### config.mk
export PLATFORM = sky130hd
export DESIGN_NAME = uart
export DESIGN_NICKNAME = d
export VERILOG_FILES = /design/src/rtl/uart_pkg.sv /design/src/rtl/uart_baud_gen.sv /design/src/rtl/uart.sv
export SDC_FILE = /design/constraint.sdc
export NUM_CORES = 1
export LEC_CHECK = 0
export ABC_AREA = 1
export CAP_MARGIN = 20
export CORE_UTILIZATION = 38
export DETAILED_ROUTE_END_ITERATION = 8
export GPL_ROUTABILITY_DRIVEN = 0
export HOLD_SLACK_MARGIN = 0.06
export SLEW_MARGIN = 40
export SYNTH_ARGS = -nofsm -noshare
export SYNTH_HDL_FRONTEND = slang
export SYNTH_SLANG_ARGS = --single-unit
### constraint.sdc
create_clock -name clk -period 2.05 [get_ports clk]
set_input_delay 0.205 -clock clk [delete_from_list [all_inputs] [get_ports clk]]
set_output_delay 0.205 -clock clk [all_outputs]
set_load 0.01 [all_outputs]
### src/rtl/uart_pkg.sv
// rtl/uart_pkg.sv - shared UART types, constants and baud divider helper
`timescale 1ns/1ps
package uart_pkg;

    localparam int OVS_TICKS = 16;
    localparam int MID_TICK  = 8;
    localparam int DATA_W    = 8;

    typedef enum logic [1:0] {TX_IDLE, TX_START, TX_DATA, TX_STOP} tx_state_e;
    typedef enum logic [1:0] {RX_IDLE, RX_START, RX_DATA, RX_STOP} rx_state_e;

    // Rounded clk/(baud*ovs), never below one clock per tick.
    function automatic int tick_div(input int clk_freq, input int baud, input int ovs);
        int den;
        int d;
        den = baud * ovs;
        d   = (clk_freq + den / 2) / den;
        return (d < 1) ? 1 : d;
    endfunction

endpackage

### src/rtl/uart_baud_gen.sv
// rtl/uart_baud_gen.sv - free-running divider producing the shared oversampling tick
`timescale 1ns/1ps
module uart_baud_gen #(
    parameter int TICK_DIV = 651
) (
    input  logic clk_i,
    input  logic rst_i,
    output logic b_tick_o
);

    localparam int CW = (TICK_DIV > 1) ? $clog2(TICK_DIV) : 1;
    localparam logic [CW-1:0] CNT_LAST = CW'(TICK_DIV - 1);

    logic [CW-1:0] cnt_q;
    logic [CW-1:0] cnt_d;

    always_comb begin
        cnt_d = cnt_q + CW'(1);
        if (cnt_q == CNT_LAST) begin
            cnt_d = '0;
        end
    end

    always_ff @(posedge clk_i or posedge rst_i) begin
        if (rst_i) begin
            cnt_q <= '0;
        end else begin
            cnt_q <= cnt_d;
        end
    end

    assign b_tick_o = (cnt_q == CNT_LAST);

endmodule

### src/rtl/uart.sv
// rtl/uart.sv - full-duplex 8N1 UART; define UART_FRAME_ERR_EN to add stop-bit checking
`timescale 1ns/1ps
module uart
    import uart_pkg::*;
#(
    parameter int CLK_FREQ = 100_000_000,
    parameter int BAUD     = 9600,
    parameter int OVS      = OVS_TICKS
) (
    input  logic              clk,
    input  logic              rst,
    input  logic              tx_start,
    input  logic [DATA_W-1:0] tx_data,
    input  logic              rx,
    output logic              tx,
    output logic              tx_busy,
    output logic              tx_done,
    output logic [DATA_W-1:0] rx_data,
    output logic              rx_busy,
    output logic              rx_done
`ifdef UART_FRAME_ERR_EN
    ,
    output logic              rx_frame_err
`endif
);

    localparam int TICK_DIV = tick_div(CLK_FREQ, BAUD, OVS);
    localparam int TW       = $clog2(OVS);
    localparam int BW       = $clog2(DATA_W);
    localparam int MID      = OVS * MID_TICK / OVS_TICKS;
    localparam logic [TW-1:0] TICK_LAST = TW'(OVS - 1);
    localparam logic [TW-1:0] MID_LAST  = TW'(MID - 1);
    localparam logic [BW-1:0] BIT_LAST  = BW'(DATA_W - 1);

    logic b_tick;

    uart_baud_gen #(.TICK_DIV(TICK_DIV)) u_baud_gen (
        .clk_i   (clk),
        .rst_i   (rst),
        .b_tick_o(b_tick)
    );

    tx_state_e         tx_state_q;
    logic              tx_q;
    logic              tx_busy_q;
    logic              tx_done_q;
    logic [DATA_W-1:0] tx_shift_q;
    logic [TW-1:0]     tx_tick_q;
    logic [BW-1:0]     tx_bit_q;

    // The line value is registered one step ahead so tx never glitches between bits.
    always_ff @(posedge clk or posedge rst) begin
        if (rst) begin
            tx_state_q <= TX_IDLE;
            tx_q       <= 1'b1;
            tx_busy_q  <= 1'b0;
            tx_done_q  <= 1'b0;
            tx_shift_q <= '0;
            tx_tick_q  <= '0;
            tx_bit_q   <= '0;
        end else begin
            tx_done_q <= 1'b0;
            case (tx_state_q)
                TX_IDLE: begin
                    if (tx_start) begin
                        tx_shift_q <= tx_data;
                        tx_busy_q  <= 1'b1;
                        tx_q       <= 1'b0;
                        tx_tick_q  <= '0;
                        tx_state_q <= TX_START;
                    end
                end
                TX_START: begin
                    if (b_tick) begin
                        if (tx_tick_q == TICK_LAST) begin
                            tx_tick_q  <= '0;
                            tx_bit_q   <= '0;
                            tx_q       <= tx_shift_q[0];
                            tx_state_q <= TX_DATA;
                        end else begin
                            tx_tick_q <= tx_tick_q + TW'(1);
                        end
                    end
                end
                TX_DATA: begin
                    if (b_tick) begin
                        if (tx_tick_q == TICK_LAST) begin
                            tx_tick_q <= '0;
                            if (tx_bit_q == BIT_LAST) begin
                                tx_q       <= 1'b1;
                                tx_state_q <= TX_STOP;
                            end else begin
                                tx_shift_q <= tx_shift_q >> 1;
                                tx_q       <= tx_shift_q[1];
                                tx_bit_q   <= tx_bit_q + BW'(1);
                            end
                        end else begin
                            tx_tick_q <= tx_tick_q + TW'(1);
                        end
                    end
                end
                TX_STOP: begin
                    if (b_tick) begin
                        if (tx_tick_q == TICK_LAST) begin
                            tx_tick_q  <= '0;
                            tx_done_q  <= 1'b1;
                            tx_busy_q  <= 1'b0;
                            tx_state_q <= TX_IDLE;
                        end else begin
                            tx_tick_q <= tx_tick_q + TW'(1);
                        end
                    end
                end
                default: tx_state_q <= TX_IDLE;
            endcase
        end
    end

    assign tx      = tx_q;
    assign tx_busy = tx_busy_q;
    assign tx_done = tx_done_q;

    rx_state_e         rx_state_q;
    logic              rx_meta_q;
    logic              rx_sync_q;
    logic              rx_busy_q;
    logic              rx_done_q;
    logic [DATA_W-1:0] rx_data_q;
    logic [DATA_W-1:0] rx_shift_q;
    logic [TW-1:0]     rx_tick_q;
    logic [BW-1:0]     rx_bit_q;
`ifdef UART_FRAME_ERR_EN
    logic              rx_ferr_q;
`endif

    always_ff @(posedge clk or posedge rst) begin
        if (rst) begin
            rx_meta_q <= 1'b1;
            rx_sync_q <= 1'b1;
        end else begin
            rx_meta_q <= rx;
            rx_sync_q <= rx_meta_q;
        end
    end

    // Sampling is anchored to the mid-bit point found during the start bit.
    always_ff @(posedge clk or posedge rst) begin
        if (rst) begin
            rx_state_q <= RX_IDLE;
            rx_busy_q  <= 1'b0;
            rx_done_q  <= 1'b0;
            rx_data_q  <= '0;
            rx_shift_q <= '0;
            rx_tick_q  <= '0;
            rx_bit_q   <= '0;
`ifdef UART_FRAME_ERR_EN
            rx_ferr_q  <= 1'b0;
`endif
        end else begin
            rx_done_q <= 1'b0;
            case (rx_state_q)
                RX_IDLE: begin
                    if (!rx_sync_q) begin
                        rx_busy_q  <= 1'b1;
                        rx_tick_q  <= '0;
                        rx_state_q <= RX_START;
                    end
                end
                RX_START: begin
                    if (b_tick) begin
                        if (rx_tick_q == MID_LAST) begin
                            rx_tick_q <= '0;
                            if (rx_sync_q) begin
                                rx_busy_q  <= 1'b0;
                                rx_state_q <= RX_IDLE;
                            end else begin
                                rx_bit_q   <= '0;
                                rx_state_q <= RX_DATA;
`ifdef UART_FRAME_ERR_EN
                                rx_ferr_q  <= 1'b0;
`endif
                            end
                        end else begin
                            rx_tick_q <= rx_tick_q + TW'(1);
                        end
                    end
                end
                RX_DATA: begin
                    if (b_tick) begin
                        if (rx_tick_q == TICK_LAST) begin
                            rx_tick_q  <= '0;
                            rx_shift_q <= {rx_sync_q, rx_shift_q[DATA_W-1:1]};
                            if (rx_bit_q == BIT_LAST) begin
                                rx_state_q <= RX_STOP;
                            end else begin
                                rx_bit_q <= rx_bit_q + BW'(1);
                            end
                        end else begin
                            rx_tick_q <= rx_tick_q + TW'(1);
                        end
                    end
                end
                RX_STOP: begin
                    if (b_tick) begin
                        if (rx_tick_q == TICK_LAST) begin
                            rx_tick_q  <= '0;
                            rx_busy_q  <= 1'b0;
                            rx_state_q <= RX_IDLE;
`ifdef UART_FRAME_ERR_EN
                            if (rx_sync_q) begin
                                rx_data_q <= rx_shift_q;
                                rx_done_q <= 1'b1;
                            end else begin
                                rx_ferr_q <= 1'b1;
                            end
`else
                            rx_data_q <= rx_shift_q;
                            rx_done_q <= 1'b1;
`endif
                        end else begin
                            rx_tick_q <= rx_tick_q + TW'(1);
                        end
                    end
                end
                default: rx_state_q <= RX_IDLE;
            endcase
        end
    end

    assign rx_data = rx_data_q;
    assign rx_busy = rx_busy_q;
    assign rx_done = rx_done_q;
`ifdef UART_FRAME_ERR_EN
    assign rx_frame_err = rx_ferr_q;
`endif

endmodule

Yosys cells after proc, flatten, opt, wreduce, memory -nomap -nowiden
Index checks and enable logic that the tools add are counted.
{"block": "op_classes", "n_lt_le_gt_ge": 0, "n_addsub": 5, "n_eq_ne": 34, "bitwise": 0, "n_mul": 0, "div": 0, "muxes": 72, "reduce_logical": 22, "shifts": 0}
{"cell": "!= test 2 bit, second input constant", "count": 20}
{"cell": "two-way mux 2 bit", "count": 17}
{"cell": "two-way mux 3 bit", "count": 11}
{"cell": "two-way mux 4 bit", "count": 8}
{"cell": "two-way mux 8 bit", "count": 4}
{"cell": "two-way mux 1 bit", "count": 21}
{"cell": "case mux 2 bit (4 select lines)", "count": 2}
{"cell": "case mux 8 bit (2 select lines)", "count": 1}
{"cell": "AND reduction 8 bit", "count": 2}
{"cell": "AND reduction 7 bit", "count": 2}
{"cell": "case mux 3 bit (2 select lines)", "count": 2}
{"cell": "case mux 4 bit (3 select lines)", "count": 1}
{"cell": "AND reduction 6 bit", "count": 2}
{"cell": "adder 10 x 1 -> 10 bit, second input constant", "count": 1}
{"cell": "== test 10 bit, second input constant", "count": 1}
{"cell": "two-way mux 10 bit", "count": 1}
{"cell": "AND reduction 3 bit", "count": 3}
{"cell": "adder 4 x 1 -> 4 bit, second input constant", "count": 2}
{"cell": "== test 2 bit, second input constant", "count": 4}
{"cell": "== test 4 bit, second input constant", "count": 2}
{"cell": "case mux 4 bit (2 select lines)", "count": 1}
{"cell": "nonzero test 2 bit", "count": 4}
{"cell": "adder 3 x 1 -> 3 bit, second input constant", "count": 2}
{"cell": "== test 3 bit, second input constant", "count": 2}
{"cell": "12 further kinds", "count": 17}
{"block": "totals", "romBits": 0, "output_inout_bits": 13, "ram_bits": 0, "mem_count": 0, "latch_bits": 0, "register_bits": 59, "in_bits": 12}

Logic depth before layout (Yosys ltp)
{"block": "logic_depth", "depth_word": 5, "ltp_mapped": 11, "ltp_nobuf": 11}

Modules after synthesis
Synthesis repeated with hierarchy kept, for this count alone.
{"block": "hier_totals", "cells_unflattened": 346, "area_unflattened_um2": 3027.9}
{"module": "uart", "instances": 1, "seq_area_each_um2": 1229.9, "area_each_um2": 2504.9, "cells_per_inst": 283}
{"module": "uart_baud_gen", "instances": 1, "seq_area_each_um2": 250.2, "area_each_um2": 523.0, "cells_per_inst": 63}

Worst setup path after synthesis
No wires, ideal clock.
{"block": "synth_path", "kind": "register -> register", "start": "reg u_baud_gen.cnt_q[0]", "end": "reg tx_shift_q[4]", "t_required_ps": 1927, "arrival_time_ps": 1415, "path_slack_ps": 512, "n_path_buf": 1, "stages_incl_launch_ff": 11, "setup_ps": 123, "path_cell_list": "dfrtp_1 -> inv_1 -> ha_1 -> nand2_1 -> nor2_2 -> nand3_1 -> nand2_1 -> nand4_4 -> buf_6 -> nand2_1 -> o21ai_1"}
{"block": "synth_between", "elab_chain_len": 3}
{"element": "start, declared", "line": "uart_baud_gen.sv:14", "text": "logic [CW-1:0] cnt_q;"}
{"element": "start signal, assigned", "line": "uart_baud_gen.sv:28", "text": "cnt_q <= cnt_d;"}
{"element": "== test 10 bit", "line": "uart_baud_gen.sv:32", "text": "assign b_tick_o = (cnt_q == CNT_LAST);"}
{"element": "!= test 2 bit (no source line)"}
{"element": "AND reduction 5 bit (no source line)"}
{"element": "end signal, assigned", "line": "uart.sv:66", "text": "tx_shift_q <= tx_data;"}
{"element": "end signal, assigned", "line": "uart.sv:93", "text": "tx_shift_q <= tx_shift_q >> 1;"}
{"element": "end, declared", "line": "uart.sv:47", "text": "logic [DATA_W-1:0] tx_shift_q;"}
Every way passes these cells.
A chain may end at the register's enable or synchronous reset.

Final worst setup path
{"block": "layout_path", "start": "reg u_baud_gen.cnt_q[0]", "end": "reg tx_shift_q[0]"}
Same word-level chain as after synthesis.

==> results.py <==
metrics = {
    "yosys": {
        "ys_top_cells_by_count": "nand2_1 (90), dfrtp_1 (56), inv_1 (46)",
        "synth_enable_flop_cells": 0,
        "netlist_top_cells_area": "dfrtp_1 (46%), nand2_1 (11%), inv_1 (5.7%)",
        "yosysSeqAreaShare_pct": 48.9,
        "synth-warning-count": 0,
        "synth.most_common_cell": "nand2_1",
        "async_reset_ff_share_pct": 100,
        "synth.avg_cell_area_um2": 8.80,
        "syn_area_um2": 3030,
        "postSynthNetCount": 369,
        "number_of_register_bits_inferred_by_synthesis": 59,
        "synthCells": 344,
        "yosys.area.top_type_share_pct": 46.3,
        "synth_top_area_cell": "dfrtp_1",
        "synth_ff_type": "dfrtp_1",
        "yosys.cell_types.count": 31,
    },
    "layout": {
        "area_growth_syn_to_layout_pct": 18.1,
        "post_route_cells_drive_above_1_share_pct": 13.1,
        "number_of_antenna_cells_inserted": 0,
        "design_area_um2": 3580,
        "finalNetCount": 402,
    },
    "clock_network": {
        "cts-buffers-inserted": 9,
        "number_of_resized_instances_in_the_post_cts_repair_step": 0,
        "ctsHoldBuffers": 0,
        "cts.root.buffer_cell": "clkbuf_8",
        "clock_sinks": 59,
        "cts_setup_buffers": 0,
        "ctsLongestPathBuffers": 2,
        "clk-insertion-delay-late_ns": 0.34,
        "tritoncts": "done",
        "cts_max_level": 3,
        "path_clk_slew_ns": 0.07,
    },
    "place": {
        "port-buffer-count": 24,
        "dp_hpwl_um": 3730,
        "detailedPlace.worstSlack_ns": 0.312,
        "place_area_um2": 3380,
    },
    "detailed_routing": {
        "drt_drc_violations_left": 0,
        "routedWlPerCell_um": 11.2,
        "drt_iter0_drc": 79,
        "postRouteAntennaNets": 0,
        "dr_pass1_iterations": 4,
        "detail_route.wirelength_um": 5420,
        "avgViaCountPerCell": 4.63,
        "vias": 2242,
    },
    "setup_path": {
        "path_cells": "inv_1, ha_1, nand2_1, nor2_2, nand3_1, nand2_1, nand4_4, nand2_1, o21ai_1",
        "worst-r2r-setup-slack_ns": 0.31,
        "setup.worst_path.end_class": "flip-flop",
        "crit_path_max_fanout": 16,
        "startpoint_type": "flip-flop",
        "critPathMostFrequentCell": "nand2_1",
        "cpMaxStageDelayCell": "dfrtp_1",
        "timing.setup.critical_path_class": "flip-flop to flip-flop",
        "worstRegToRegCells": 9,
        "crit_required_ns": 2.28,
        "critical-path-max-stage-delay_ns": 0.41,
        "critPathArrivalTime_ns": 1.96,
        "timing.rr.end": "tx_shift_q[0]$_DFFE_PP0P_",
        "critical_path.reg2reg.startpoint": "u_baud_gen.cnt_q[0]$_DFF_PP0_",
    },
    "outcome": {
        "outcome": "complete, no violations",
    },
    "die": {
        "design.die.area_um2": 8330,
        "core_area_um2": 7730,
        "fp.dieH_um": 91.3,
        "initial_utilization_pct": 39.2,
        "core.rowCount": 32,
        "io_pins": 25,
        "die_width_um": 91.3,
    },
    "global_routing": {
        "maximum_number_of_pins_on_one_net_before_global_route_repair": 60,
        "grt_pass1_wl_um": 9800,
        "grt-ovfl-total": 0,
        "vias_in_the_first_global_route": 2196,
        "gr-usage-all-layers_pct": 14.9,
        "antenna_violations_before_repair": 0,
    },
    "timing": {
        "final_period_minus_worst_setup_slack_ns": 1.74,
        "fmax_ghz": 0.576,
        "setup_total_negative_slack_ns": 0,
        "final-max-slew-violation-count": 0,
        "setup_repair_after_global_routing_missed_its_margin": "no",
        "clock_skew_ns": 0.00703,
        "worst-slew-pin-transition_ns": 0.373,
        "layout_setup_ws_ns": 0.314,
        "slew_headroom_pct": 75.1,
        "timing.final.hold_violations": 0,
        "setup_viol": 0,
        "ratio_of_final_minimum_period_to_clock_period_pct": 84.7,
    },
    "worst_hold_path": {
        "min_path_type": "primary input to async pin",
    },
    "power_and_ir_drop": {
        "power.density_cell_area_nw_per_um2": 948,
        "vdd_ir_drop_max_v": 0.000562,
        "power.leakage_nw": 1.70,
    },
    "job": {
        "timing.max_cap.violations": 0,
    },
}
-- final cells by class --
class | count | area (µm²)
Clock buffer | 9 | 124
Tap cell | 102 | 128
Timing Repair Buffer | 26 | 268
Inverter | 49 | 189
Clock inverter | 7 | 68.8
Sequential cell | 59 | 1480
Fill cell | 769 | 4150
Multi-Input combinational cell | 232 | 1320
-- critical path: cells and delay by family, from the launching register on --
kind / cells / cell delay, ns
flops: 1 / 0.41
fa+ha+maj: 1 / 0.13
buf+inv: 1 / 0.07
compound gates: 1 / 0.06
simple gates: 6 / 0.96
-- logic make-up after synthesis --
| logic type | after synthesis | synth area share [%] |
|---|---|---|
| muxes | 6 | 1.98 |
| AOI/OAI and AO/OA | 52 | 10.8 |
| and+or+nand+nor | 154 | 23.4 |
| adders and majority gates | 13 | 5.37 |
| xor gates and xnor gates | 7 | 2.02 |
| buffers and inverters | 53 | 7.52 |
| DFF | 59 | 48.9 |
-- metal layers --
metal  up-vias  share of wire [%]  routed length (µm)  track usage [%]
met5         -                  0                   0                0
met4         0                1.9                 101             6.75
met3        12                4.1                 220             4.86
met2        35                 44                2380             22.9
met1      1025                 50                2720             19.1
li1       1170                  -                   -                -
-- sequential cells by signal (all words and copies together) (netlist names), 2 cells and up, named ones only --
| signal | cells |
|---|---|
| u_baud_gen.cnt_q | 10 |
| rx_tick_q | 4 |
| tx_state_q | 2 |
| tx_shift_q | 8 |
| rx_bit_q | 3 |
| rx_shift_q | 8 |
| rx_data | 8 |
| tx_bit_q | 3 |
| tx_tick_q | 4 |
-- placed cells by master (no fill, tap or decap), drive strengths merged, types with 6 or more instances in the layout --
master,count
a21oi,9
clkbuf,9
clkdlybuf4s50,24
dfrtp,56
ha,13
inv,48
mux2i,6
nand2,90
nand3,24
nor2,27
o21ai,40
xor2,7
-- per-stage QoR --
step,cells,util (%),hold slack (ns),total power [W]
finish,484,46.3,0.242,0.00339
global route,484,46.3,0.251,0.00362
CTS,484,46.3,0.248,0.00344
detailed placement,468,43.8,0.349,0.00237
global placement,468,43.8,0.348,0.00237
floorplan,344,-,0.209,0.00218
-- worst max-delay path by stage --
stage                                             start                        end  slack [ns]  depth (start not counted)
final                     u_baud_gen.cnt_q[0]$_DFF_PP0_  tx_shift_q[0]$_DFFE_PP0P_        0.31                          9
after floorplan                                     rst                  async pin        0.39                          1
after global routing      u_baud_gen.cnt_q[0]$_DFF_PP0_  tx_shift_q[7]$_DFFE_PP0P_        0.07                          9
after detailed placement  u_baud_gen.cnt_q[0]$_DFF_PP0_  tx_shift_q[1]$_DFFE_PP0P_        0.31                          9
after CTS                 u_baud_gen.cnt_q[0]$_DFF_PP0_  tx_shift_q[2]$_DFFE_PP0P_        0.31                          9
after global placement    u_baud_gen.cnt_q[0]$_DFF_PP0_  tx_shift_q[0]$_DFFE_PP0P_        0.37                          9
-- report_power, final --
group          internal (W)  switching (W)
sequential          0.00133       0.000101
combinational      0.000371       0.000544
clock              0.000556       0.000493
total               0.00225        0.00114
(Power assumes the default switching activity.)
